`src/rtl/intersection_scheduler.sv`:
```
// Two-approach traffic controller: timed green/yellow/all-red cycle driven by a
// tick time base, with car/pedestrian demand, emergency preemption and flash mode.
module intersection_scheduler #(
  parameter int unsigned GREEN_MIN = 10,
  parameter int unsigned GREEN_MAX = 30,
  parameter int unsigned YELLOW_T  = 3,
  parameter int unsigned ALLRED_T  = 2,
  parameter int unsigned PED_T     = 5
) (
  input  logic       clk,
  input  logic       rst,
  input  logic       tick,
  input  logic       car_ns,
  input  logic       car_ew,
  input  logic       ped_ns,
  input  logic       ped_ew,
  input  logic       emergency,
  input  logic       emerg_dir,
  input  logic       attention,
  output logic [2:0] ns_lamp,
  output logic [2:0] ew_lamp,
  output logic       walk_ns,
  output logic       walk_ew,
  output logic [2:0] state_o
);

  localparam logic [2:0] S_INIT  = 3'd0;
  localparam logic [2:0] S_NS_G  = 3'd1;
  localparam logic [2:0] S_NS_Y  = 3'd2;
  localparam logic [2:0] S_AR1   = 3'd3;
  localparam logic [2:0] S_EW_G  = 3'd4;
  localparam logic [2:0] S_EW_Y  = 3'd5;
  localparam logic [2:0] S_AR2   = 3'd6;
  localparam logic [2:0] S_FLASH = 3'd7;

  localparam logic [2:0] LAMP_G   = 3'b100;
  localparam logic [2:0] LAMP_Y   = 3'b010;
  localparam logic [2:0] LAMP_R   = 3'b001;
  localparam logic [2:0] LAMP_OFF = 3'b000;

  // Counter value seen on the last tick of each timed interval.
  localparam logic [7:0] GMIN_LAST = 8'(GREEN_MIN - 1);
  localparam logic [7:0] GMAX_LAST = 8'(GREEN_MAX - 1);
  localparam logic [7:0] Y_LAST    = 8'(YELLOW_T - 1);
  localparam logic [7:0] AR_LAST   = 8'(ALLRED_T - 1);
  localparam logic [7:0] PED_LAST  = 8'(PED_T - 1);

  logic [2:0] state_q, state_d;
  logic [7:0] cnt_q, cnt_d;
  logic       pend_ns_q, pend_ns_d, pend_ew_q, pend_ew_d;
  logic       walk_ns_q, walk_ns_d, walk_ew_q, walk_ew_d;
  logic       flash_on_q, flash_on_d;
  logic [2:0] ns_lamp_q, ns_lamp_d, ew_lamp_q, ew_lamp_d;

  logic ns_demand, ew_demand, em_ns, em_ew;
  logic enter_ns_g, enter_ew_g;

  assign ns_demand  = car_ns | pend_ns_q | ped_ns;
  assign ew_demand  = car_ew | pend_ew_q | ped_ew;
  assign em_ns      = emergency & ~emerg_dir;
  assign em_ew      = emergency & emerg_dir;
  assign enter_ns_g = (state_d == S_NS_G) && (state_q != S_NS_G);
  assign enter_ew_g = (state_d == S_EW_G) && (state_q != S_EW_G);

  always_comb begin
    state_d = state_q;
    if (attention) begin
      state_d = S_FLASH;
    end else if (tick) begin
      case (state_q)
        S_INIT: if (cnt_q == AR_LAST) state_d = S_NS_G;
        S_NS_G: begin
          // A preemption toward this approach holds green indefinitely.
          if (!em_ns && (em_ew || cnt_q >= GMAX_LAST || (cnt_q >= GMIN_LAST && ew_demand)))
            state_d = S_NS_Y;
        end
        S_NS_Y: if (cnt_q == Y_LAST) state_d = S_AR1;
        S_AR1:  if (cnt_q == AR_LAST) state_d = em_ns ? S_NS_G : S_EW_G;
        S_EW_G: begin
          if (!em_ew && (em_ns || cnt_q >= GMAX_LAST || (cnt_q >= GMIN_LAST && ns_demand)))
            state_d = S_EW_Y;
        end
        S_EW_Y: if (cnt_q == Y_LAST) state_d = S_AR2;
        S_AR2:  if (cnt_q == AR_LAST) state_d = em_ew ? S_EW_G : S_NS_G;
        S_FLASH: state_d = S_AR2;
        default: state_d = S_INIT;
      endcase
    end
  end

  always_comb begin
    if (state_d != state_q)
      cnt_d = 8'd0;
    else if (tick && cnt_q != 8'hFF)
      cnt_d = cnt_q + 8'd1;
    else
      cnt_d = cnt_q;
  end

  // Pending requests are consumed only when their own green starts.
  always_comb begin
    pend_ns_d = enter_ns_g ? 1'b0 : (pend_ns_q | ped_ns);
    pend_ew_d = enter_ew_g ? 1'b0 : (pend_ew_q | ped_ew);

    if (state_d != S_NS_G)
      walk_ns_d = 1'b0;
    else if (enter_ns_g)
      walk_ns_d = pend_ns_q | ped_ns;
    else if (tick && cnt_q == PED_LAST)
      walk_ns_d = 1'b0;
    else
      walk_ns_d = walk_ns_q;

    if (state_d != S_EW_G)
      walk_ew_d = 1'b0;
    else if (enter_ew_g)
      walk_ew_d = pend_ew_q | ped_ew;
    else if (tick && cnt_q == PED_LAST)
      walk_ew_d = 1'b0;
    else
      walk_ew_d = walk_ew_q;
  end

  always_comb begin
    if (state_d == S_FLASH && state_q != S_FLASH)
      flash_on_d = 1'b1;
    else if (state_q == S_FLASH && tick)
      flash_on_d = ~flash_on_q;
    else
      flash_on_d = flash_on_q;
  end

  // Lamps are decoded from the next state so that they register alongside it.
  always_comb begin
    ns_lamp_d = LAMP_R;
    ew_lamp_d = LAMP_R;
    case (state_d)
      S_NS_G: ns_lamp_d = LAMP_G;
      S_NS_Y: ns_lamp_d = LAMP_Y;
      S_EW_G: ew_lamp_d = LAMP_G;
      S_EW_Y: ew_lamp_d = LAMP_Y;
      S_FLASH: begin
        ns_lamp_d = flash_on_d ? LAMP_Y : LAMP_OFF;
        ew_lamp_d = flash_on_d ? LAMP_Y : LAMP_OFF;
      end
      default: ;
    endcase
  end

  always_ff @(posedge clk or posedge rst) begin
    if (rst) begin
      state_q    <= S_INIT;
      cnt_q      <= 8'd0;
      pend_ns_q  <= 1'b0;
      pend_ew_q  <= 1'b0;
      walk_ns_q  <= 1'b0;
      walk_ew_q  <= 1'b0;
      flash_on_q <= 1'b0;
      ns_lamp_q  <= LAMP_R;
      ew_lamp_q  <= LAMP_R;
    end else begin
      state_q    <= state_d;
      cnt_q      <= cnt_d;
      pend_ns_q  <= pend_ns_d;
      pend_ew_q  <= pend_ew_d;
      walk_ns_q  <= walk_ns_d;
      walk_ew_q  <= walk_ew_d;
      flash_on_q <= flash_on_d;
      ns_lamp_q  <= ns_lamp_d;
      ew_lamp_q  <= ew_lamp_d;
    end
  end

  assign ns_lamp = ns_lamp_q;
  assign ew_lamp = ew_lamp_q;
  assign walk_ns = walk_ns_q;
  assign walk_ew = walk_ew_q;
  assign state_o = state_q;

endmodule

```
`config.mk`:
```
export PLATFORM = sky130hd
export DESIGN_NAME = intersection_scheduler
export DESIGN_NICKNAME = d
export VERILOG_FILES = /design/src/rtl/intersection_scheduler.sv
export SDC_FILE = /design/constraint.sdc
export NUM_CORES = 1
export LEC_CHECK = 0
export BUFFER_PORTS_ARGS = -buffer_cell sky130_fd_sc_hd__buf_2
export CORE_MARGIN = 3
export CORE_UTILIZATION = 30
export DETAILED_ROUTE_END_ITERATION = 10
export PLACE_DENSITY_LB_ADDON = 0.2
export SLEW_MARGIN = 15
export SYNTH_ARGS = -nofsm -noshare
export SYNTH_HDL_FRONTEND = slang
export SYNTH_SLANG_ARGS = --single-unit
```
`constraint.sdc`:
```
create_clock -name clk -period 4.3 [get_ports clk]
set_clock_uncertainty 0.05 [all_clocks]
set_input_delay 1.075 -clock clk [delete_from_list [all_inputs] [get_ports clk]]
set_output_delay 1.075 -clock clk [all_outputs]
set_load 0.02 [all_outputs]
```
# After elaboration in Yosys (flattened, before gate mapping)
# Cells that the tools add are included.
[word_totals] reg_bits=22 memories=0 ram_bits=0 mem_bits_ro=0 output_inout_bits=11 wordCells=90 latch_bits=0
[classes] div_mod_pow=0 n_shift=0 n_addsub=1 bitwise_logic=10 n_eq_ne=22 n_reduce_logical=20 n_mux=26 n_lt_le_gt_ge=2 mul=0
[op_table] operator="2-to-1 mux 3 bit" count=11
[op_table] operator="case mux 3 bit (8 select lines)" count=1
[op_table] operator="equality test 3 bit, second input constant" count=7
[op_table] operator="case mux 3 bit (3 select lines)" count=2
[op_table] operator="2-to-1 mux 8 bit" count=2
[op_table] operator="logical AND 1 bit" count=10
[op_table] operator="equality test 3 x 2 -> 1 bit, second input constant" count=3
[op_table] operator="2-to-1 mux 1 bit" count=9
[op_table] operator="inequality test 3 bit, second input constant" count=3
[op_table] operator="adder 8 x 1 -> 8 bit, second input constant" count=1
[op_table] operator="equality test 8 x 1 -> 1 bit, second input constant" count=1
[op_table] operator="equality test 8 x 2 -> 1 bit, second input constant" count=1
[op_table] operator="equality test 8 x 3 -> 1 bit, second input constant" count=1
[op_table] operator="greater-or-equal comparator 8 x 4 -> 1 bit, second input constant" count=1
[op_table] operator="greater-or-equal comparator 8 x 5 -> 1 bit, second input constant" count=1
[op_table] operator="inequality test 8 bit, second input constant" count=1
[op_table] operator="equality test 3 x 1 -> 1 bit, second input constant" count=2
[op_table] operator="inequality test 3 x 1 -> 1 bit, second input constant" count=2
[op_table] operator="bitwise OR 1 bit" count=6
[op_table] operator="nonzero test 3 bit" count=2
[op_table] operator="logical OR 1 bit" count=4
[op_table] operator="logical NOT 3 bit" count=1
[op_table] operator="inequality test 3 bit" count=1
[op_table] operator="bitwise AND 1 bit" count=2
[op_table] operator="4 further kinds" count=6

# Longest topological paths before layout
# Gate-level depths: netlist (run 1).
[depth] ltp_word=14 depth_mapped=10

# Worst setup path before layout (run 1)
# No wires, ideal clock.
[synth_timing] path_type="input to register" startpoint="input emergency" endpoint="register ns_lamp_q[1], in the netlist ns_lamp[1]" path_buffers=0 setup_time_ns=0.095 setup_slack_ns=1.652 arrival_ns=2.503 stages=7 path_cell_list="nor4_1 o21ai_0 a22o_1 nor4_2 a21oi_2 o32a_1 o31ai_1"
[synth_via] elab_chain_len=13 word_cells_on_any_way=26 cone_classes="3 x eq/ne; 12 x mux; 2 x bitwise; 9 x reduce/logical"
[synth_lines] item="start, declared" line="17" source="input logic emergency,"
[synth_lines] item="bitwise AND 1 bit (on tied branches)" line="60, 61"
[synth_lines] item="logical OR 1 bit (on tied branches) (2 in series)" line="80, 74"
[synth_lines] item="logical AND 1 bit (on tied branches)" line="80, 74"
[synth_lines] item="2-to-1 mux 3 bit (on tied branches)" line="80, 74"
[synth_lines] item="case mux 3 bit (8 select lines) *" line="70" source="case (state_q)"
[synth_lines] item="2-to-1 mux 3 bit *" line="69" source="end else if (tick) begin"
[synth_lines] item="2-to-1 mux 3 bit *" line="67" source="if (attention) begin"
[synth_lines] item="equality test 3 bit" line="125, 137"
[synth_lines] item="logical AND 1 bit" line="125" source="if (state_d == S_FLASH && state_q != S_FLASH)"
[synth_lines] item="2-to-1 mux 1 bit" line="125"
[synth_lines] item="2-to-1 mux 2 bit" line="143" source="ns_lamp_d = flash_on_d ? LAMP_Y : LAMP_OFF;"
[synth_lines] item="case mux 3 bit (3 select lines) *" line="137" source="case (state_d)"
[synth_lines] item="via ns_lamp_d[1]" line="53" source="logic [2:0] ns_lamp_q, ns_lamp_d, ew_lamp_q, ew_lamp_d;"
[synth_lines] item="end signal, assigned" line="169" source="ns_lamp_q <= ns_lamp_d;"
[synth_lines] item="end, declared" line="53"
# The timed path passes the listed nets; every way through them passes the cells marked *.
# A chain may end at the register's enable or synchronous reset.

# Worst setup path in the final report (run 1)
[layout_timing] startpoint="register cnt_q[1]" endpoint="register pend_ew_q"
[layout_via] elab_chain_len=11 word_cells_on_any_way=25 cone_classes="2 x order compare; 3 x eq/ne; 11 x mux; 9 x reduce/logical"
[layout_lines] item="start, declared" line="49" source="logic [7:0] cnt_q, cnt_d;"
[layout_lines] item="start signal, assigned" line="163" source="cnt_q <= cnt_d;"
[layout_lines] item="greater-or-equal comparator 8 x 5 -> 1 bit or greater-or-equal comparator 8 x 4 -> 1 bit (tied branches)" line="74, 80"
[layout_lines] item="logical OR 1 bit (tied with other cells)" line="80" source="if (!em_ew && (em_ns || cnt_q >= GMAX_LAST || (cnt_q >= GMIN_LAST && ns_demand)))"
[layout_lines] item="logical OR 1 bit (on tied branches)" line="80, 74"
[layout_lines] item="logical AND 1 bit (on tied branches)" line="80, 74"
[layout_lines] item="2-to-1 mux 3 bit (on tied branches)" line="80, 74"
[layout_lines] item="case mux 3 bit (8 select lines) *" line="70"
[layout_lines] item="2-to-1 mux 3 bit *" line="69"
[layout_lines] item="2-to-1 mux 3 bit *" line="67"
[layout_lines] item="equality test 3 bit *" line="63" source="assign enter_ew_g = (state_d == S_EW_G) && (state_q != S_EW_G);"
[layout_lines] item="logical AND 1 bit *" line="63"
[layout_lines] item="2-to-1 mux 1 bit *" line="103" source="pend_ew_d = enter_ew_g ? 1'b0 : (pend_ew_q | ped_ew);"
[layout_lines] item="via pend_ew_d" line="50" source="logic pend_ns_q, pend_ns_d, pend_ew_q, pend_ew_d;"
[layout_lines] item="end signal, assigned" line="165" source="pend_ew_q <= pend_ew_d;"
[layout_lines] item="end, declared" line="50"
# Marked as above.

==> impl_metrics.ini, run 1 <==
[outcome]
outcome = finished, final reports clean

[logic_synthesis]
synth_nets = 182
syn_inst = 168
yosysMostFrequentCell = nor2_1
synth_top_area_share_pct = 34.1
postSynth.asyncResetShare_pct = 100
ys_top_cells_by_area = dfrtp_1 (34%), nor2_1 (5.6%), nand2_1 (3.8%)
syn_area_sq_mm = 0.00147
yosysSeqAreaShare_pct = 37.7
yosys.area.top_type = dfrtp_1
yosys_warnings = 0
synth_cell_types = 52
synth-edff-count = 0
ys_ff_latch = 22
ys.flop_type = dfrtp_1
synth_common_cells = nor2_1 (22), dfrtp_1 (20), nand2_1 (15)
synth.avg_cell_area_sq_um = 8.73

[grt]
grt_overflow = 0
grt_use_total_pct = 13.3
grt_first_pass_wirelength_mm = 6.31
antenna_found_initial = 0
first_global_vias = 1313
grt_max_degree = 23

[final_layout]
syn2layout_area_growth_pct = 14.0
drive_gt1_share_pct = 19.1
final_cells = 248
layout.nets = 198
fillers = 492
antenna_cells = 0
seq_area_sq_um = 553
stdcell_area_sq_mm = 0.00167
multiInputGateArea_sq_um = 832
post-route-util_pct = 36.9

[hold_path]
hp-start = pend_ns_q
hp-class = reg2reg
min_path_cells = 2

[sta]
final.setup.tns_ps = 0
fmax_mhz = 367
finalCritPeriodShare_pct = 63.3
worstMarginPinSlew_ps = 864
hold_viol = 0
slew_headroom_pct = 42.3
slew_violations = 0
min_period_ps = 2720
finalSetupViolCount = 0
grt_setup_unrepaired = false

[routing]
wl_mm = 3.59
drc_errors = 0
vias = 1312
first_iter_violations = 82
ant_nets = 0
via_per_inst = 5.29
wl_per_cell_microns = 14.5
drt-pass1-iter-count = 4

[placed_design]
dpl-instance-area_sq_mm = 0.00160
place_congestion = 0.856
dp.cells = 244
dp_hpwl_mm = 2.78
port-buffer-count = 20

[cts]
clkTransAtPathRegs_ps = 80
insertion_delay_ps = 270
clock_path_buffers = 2
post-cts-setup-buffers = 0
htree_levels = 1
hold_buffers = 0
cts.repair.resized = 0
cts_tree = done
root_buffer = clkbuf_8
cts_made_buffers = 3
clkSinkCount = 22

[floorplan]
die_x_microns = 75.9
fp.dieArea_sq_mm = 0.00576
coreArea_sq_mm = 0.00453
die_h_microns = 75.9
io_pins = 21
placementRows = 24
start_util_pct = 32.3

[power_and_ir_drop]
cellLeakagePower_nw = 0.747
power_density_mw_per_mm2 = 458
vdd_drop_max_mv = 0.190

[worst_setup_path]
r2r-start = cnt_q[1]
path_buf_inv = 1
cp-startpoint = cnt_q[1]
cp.arrival_ps = 2820
cp-start-kind = flop
crit_cells = 9
crit_chain = inv_1, ha_1, nor3b_1, and2_1, a41oi_1, a31oi_1, or2_1, nor4b_4, a21oi_1
cpMaxStageDelayCell = nor3b_1
crit_required_ps = 4400
cp_slowest_stage_delay_ps = 440
critPathKind = reg2reg
critPathCaptureType = flop
path_max_fanout = 7
crit_family = simple AND/OR/NAND/NOR gates
reg2regPathDepth = 9

[flow_run]
maxCapViolCount = 0
-- routing by layer --
layer | wire [microns] | vias to the layer above | part of all wire (%) | GRT usage [%]
met1 | 1600 | 642 | 44 | 16.1
met5 | 0 | - | 0 | 0
met3 | 151 | 8 | 4.2 | 2.96
li1 | - | 629 | - | -
met4 | 72 | 0 | 2.0 | 4.89
met2 | 1770 | 33 | 49 | 23.0
-- kinds of logic after synthesis --
| logic type | synth area share, % |
|---|---|
| XOR/XNOR | 4.78 |
| AND/OR/NAND/NOR | 29.4 |
| flip-flops | 37.7 |
| AO/OA/AOI/OAI | 19.1 |
| buffers and inverters | 5.55 |
| adder cells (fa/ha/maj) | 3.41 |
-- sequential cells by signal (all words and copies together) (netlist names) --
signal      flops
ew_lamp         3
flash_on_q      1
pend_ns_q       1
walk_ew         1
pend_ew_q       1
cnt_q           8
ns_lamp         3
walk_ns         1
state_o         3
-- path summary, 6_finish.rpt --
kind | end | slack [ps]
min in group asynchronous | pend_ns_q | 920
max in group asynchronous | cnt_q[5] | 2730
worst max-delay path | pend_ew_q | 1580
worst min register to register | pend_ns_q | 510
worst min-delay path | pend_ns_q | 510
worst max register to register | pend_ew_q | 1580
-- final cells by class --
| type | instances | area share, % |
|---|---|---|
| multi-input combinational | 128 | 49.8 |
| sequential | 22 | 33.1 |
| timing repair buffer | 20 | 5.99 |
| tap | 65 | 4.87 |
| clock buffer | 3 | 2.47 |
| inverter | 9 | 2.02 |
| clock inverter | 1 | 1.80 |
-- power breakdown --
group          switching, mW  total [mW]  internal, mW
combinational          0.175       0.285         0.109
sequential            0.0404       0.288         0.247
clock                 0.0680       0.192         0.124
total                  0.284       0.765         0.481
-- cell usage in the layout (no fill, tap or decap), drive strengths merged, types with 2 or more instances in the layout --
| cell type | count |
|---|---|
| clkbuf | 3 |
| a21o | 2 |
| dfrtp | 20 |
| o211ai | 2 |
| xnor2 | 4 |
| a41oi | 2 |
| nor2 | 22 |
| ha | 4 |
| nor3 | 3 |
| buf | 20 |
| nand4 | 4 |
| nor4 | 4 |
| nand3 | 7 |
| inv | 9 |
| nand2 | 16 |
| or2 | 2 |
| a21oi | 9 |
| nor3b | 4 |
| a31oi | 6 |
| and2 | 4 |
| o21ai | 6 |
| o31ai | 2 |
| and3 | 3 |
| dfstp | 2 |
| xor2 | 4 |
-- worst register-to-register path, cell delays in order, from the launching register on --
cell and delay (ps):
dfrtp_1 420, inv_1 110, ha_1 250, nor3b_1 440, and2_1 260, a41oi_1 130, a31oi_1 280, or2_1 300
nor4b_4 270, a21oi_1 110
-- metrics by stage --
| stage | worst slack (ps) | hold slack [ps] | total power [mW] |
|---|---|---|---|
| floorplan | 1650 | 452 | 0.505 |
| global placement | 1380 | 471 | 0.572 |
| detailed placement | 1350 | 494 | 0.577 |
| CTS | 1610 | 516 | 0.772 |
| global route | 1350 | 541 | 0.823 |
| finish | 1580 | 513 | 0.765 |
(Power assumes the default switching activity.)
==> inputs of run 2 (changes only) <==
--- a/config.mk
+++ b/config.mk
@@ -5,6 +5,7 @@
 export SDC_FILE = /design/constraint.sdc
 export NUM_CORES = 1
 export LEC_CHECK = 0
+export ABC_AREA = 1
 export BUFFER_PORTS_ARGS = -buffer_cell sky130_fd_sc_hd__buf_2
 export CORE_MARGIN = 3
 export CORE_UTILIZATION = 30
==> constraint.sdc (replaced) <==
create_clock -name clk -period 2.5 [get_ports clk]
set_clock_uncertainty 0.05 [all_clocks]
set_input_delay 0.625 -clock clk [delete_from_list [all_inputs] [get_ports clk]]
set_output_delay 0.625 -clock clk [all_outputs]
set_load 0.02 [all_outputs]
==> impl_metrics.ini, run 2 <==
[hold_path]
hp-class = in2async

[floorplan]
coreArea_sq_mm = 0.00453
die_h_microns = 76.0
fp.dieArea_sq_mm = 0.00578
placementRows = 24
start_util_pct = 32.4
die_x_microns = 76.0
io_pins = 21

[sta]
min_period_ps = 2080
final.setup.tns_ps = 0
fmax_mhz = 482
worstMarginPinSlew_ps = 397
grt_setup_unrepaired = false
slew_violations = 0
finalCritPeriodShare_pct = 83.0
hold_viol = 0
slew_headroom_pct = 73.5
finalSetupViolCount = 0

[cts]
clkSinkCount = 22
htree_levels = 1
clock_path_buffers = 2
hold_buffers = 0
cts.repair.resized = 0
post-cts-setup-buffers = 0
cts_made_buffers = 3
clkTransAtPathRegs_ps = 90
root_buffer = clkbuf_8
insertion_delay_ps = 260
cts_tree = done

[final_layout]
syn2layout_area_growth_pct = 17.3
mostFrequentLayoutCells = nand2_1 (36), nor2_1 (24), inv_1 (23)
final_cells = 277
drive_gt1_share_pct = 27.8
largest_register_ffs = 8
antenna_cells = 0
layout.nets = 227
layout_commonest_cell = nand2_1
largest_register = cnt_q
fillers = 472

[routing]
wl_mm = 3.19
drt-pass1-iter-count = 4
vias = 1249
drc_errors = 0
wl_per_cell_microns = 11.5
first_iter_violations = 104
ant_nets = 0
via_per_inst = 4.51

[worst_setup_path]
cpMaxStageDelayCell = dfrtp_1
rrSetupSlack_ps = 420
path_max_fanout = 7
reg2regPathDepth = 14
critPathKind = reg2reg
crit_top_cell = nand2_1
cp-start-kind = flop
crit_required_ps = 2600
cp.arrival_ps = 2180
critPathCaptureType = flop
crit_chain = inv_1, ha_1, inv_1, a21oi_1, o21ai_0, nand2_1, nand2_1, nand2_1, nand3_1, nand2_1, nand3_2, buf_4, nor2_4, a21oi_1
cp_slowest_stage_delay_ps = 410
r2r-start = cnt_q[1]
timing.rr.end = pend_ew_q

[placed_design]
dp.cells = 273
place_congestion = 0.763
dp_hpwl_mm = 2.59
port-buffer-count = 20

[logic_synthesis]
synth_cell_types = 32
ys.flop_type = dfrtp_1
postSynth.asyncResetShare_pct = 100
synth_top_area_share_pct = 34.0
synth.avg_cell_area_sq_um = 7.82
yosysMostFrequentCell = nand2_1
ys_top_cells_by_area = dfrtp_1 (34%), nand2_1 (9.2%), nor2_1 (6.1%)
yosys.area.top_type = dfrtp_1
ys_ff_latch = 22
synth-edff-count = 0
syn_area_sq_mm = 0.00147
yosys_warnings = 0
syn_inst = 188
yosysSeqAreaShare_pct = 37.6
synth_nets = 202
synth_common_cells = nand2_1 (36), nor2_1 (24), inv_1 (23)

[grt]
grt_overflow = 0
first_global_vias = 1215
antenna_found_initial = 0
grt_use_total_pct = 12.0
grt_first_pass_wirelength_mm = 5.69
grt_max_degree = 23

[outcome]
outcome = finished, final reports clean

[power_and_ir_drop]
cellLeakagePower_nw = 0.818
power_density_mw_per_mm2 = 597
vdd_drop_max_mv = 0.245

[flow_run]
maxCapViolCount = 0
[run 2: changes by cell type after synthesis, sizes merged, moves of 3 or more]
cell / before / now
a31oi: 6 / 2
nor2: 22 / 32
inv: 9 / 25
nor4: 4 / 0
clkbuf: 4 / 0
nor3: 3 / 7
xor2: 4 / 8
nand3: 7 / 13
xnor2: 4 / 0
nand2: 16 / 44
nor3b: 4 / 1
and2: 4 / 0
[run 2: stage by stage]
| stage | hold WS (ps) | instance area [sq um] | utilization (%) | total power, mW | worst slack (ps) |
|---|---|---|---|---|---|
| 2_1_floorplan | 440 | 1470 | - | 0.635 | 627 |
| 3_3_place_gp | 464 | 1650 | 36.5 | 0.707 | 301 |
| 3_5_place_dp | 470 | 1650 | 36.5 | 0.705 | 302 |
| 4_1_cts | 329 | 1720 | 38.0 | 1.05 | 393 |
| 5_1_grt | 348 | 1720 | 38.0 | 1.10 | 189 |
| 6_report | 321 | 1720 | 38.0 | 1.03 | 425 |
[run 2: cells by family (layout without fill, tap and decap cells)]
kind of cell | count (synthesis) | in the layout | synth area share [%]
simple gates | 105 | 105 | 37.3
buf+inv | 28 | 52 | 7.83
flops | 22 | 22 | 37.6
compound gates | 21 | 21 | 9.11
xor+xnor | 8 | 8 | 4.77
fa+ha+maj | 4 | 4 | 3.40
[run 2: final cells by class]
class | instances | area (sq um) | share of cell area, %
Clock buffer | 3 | 41.3 | 2.39
Clock inverter | 1 | 30.0 | 1.74
Inverter | 25 | 93.8 | 5.44
Multi-Input combinational cell | 138 | 802 | 46.5
Sequential cell | 22 | 553 | 32.1
Tap cell | 65 | 81.3 | 4.72
Timing Repair Buffer | 23 | 123 | 7.11
[run 2: power breakdown]
part	leakage, nW	switching, mW	internal [mW]
combinational	0.512	0.184	0.0931
sequential	0.270	0.0229	0.395
clock	0.0357	0.121	0.214
total	0.818	0.328	0.702
[run 2: layer usage]
layer | GRT usage, % | wire length, microns
met5 | 0 | 0
met4 | 3.80 | 34
met2 | 18.2 | 1370
met1 | 16.6 | 1610
met3 | 3.07 | 169
[run 2: worst max-delay path, delay by kind of cell (launching register included)]
family          cells  cell delay [ps]
fa+ha+maj           1              180
buf+inv             3              380
flops               1              410
simple gates        7              590
compound gates      3              350
[run 2: worst max path at each step]
| stage | start | to | slack, ps | depth (start not counted) |
|---|---|---|---|---|
| 2_1_floorplan | emergency | pend_ns_q | 630 | 13 |
| 3_5_place_dp | ped_ns | pend_ew_q | 300 | 11 |
| 3_3_place_gp | ped_ns | pend_ew_q | 300 | 11 |
| 4_1_cts | cnt_q[1] | pend_ew_q | 390 | 14 |
| 6_report | cnt_q[1] | pend_ew_q | 420 | 14 |
| 5_1_grt | cnt_q[0] | pend_ns_q | 190 | 14 |
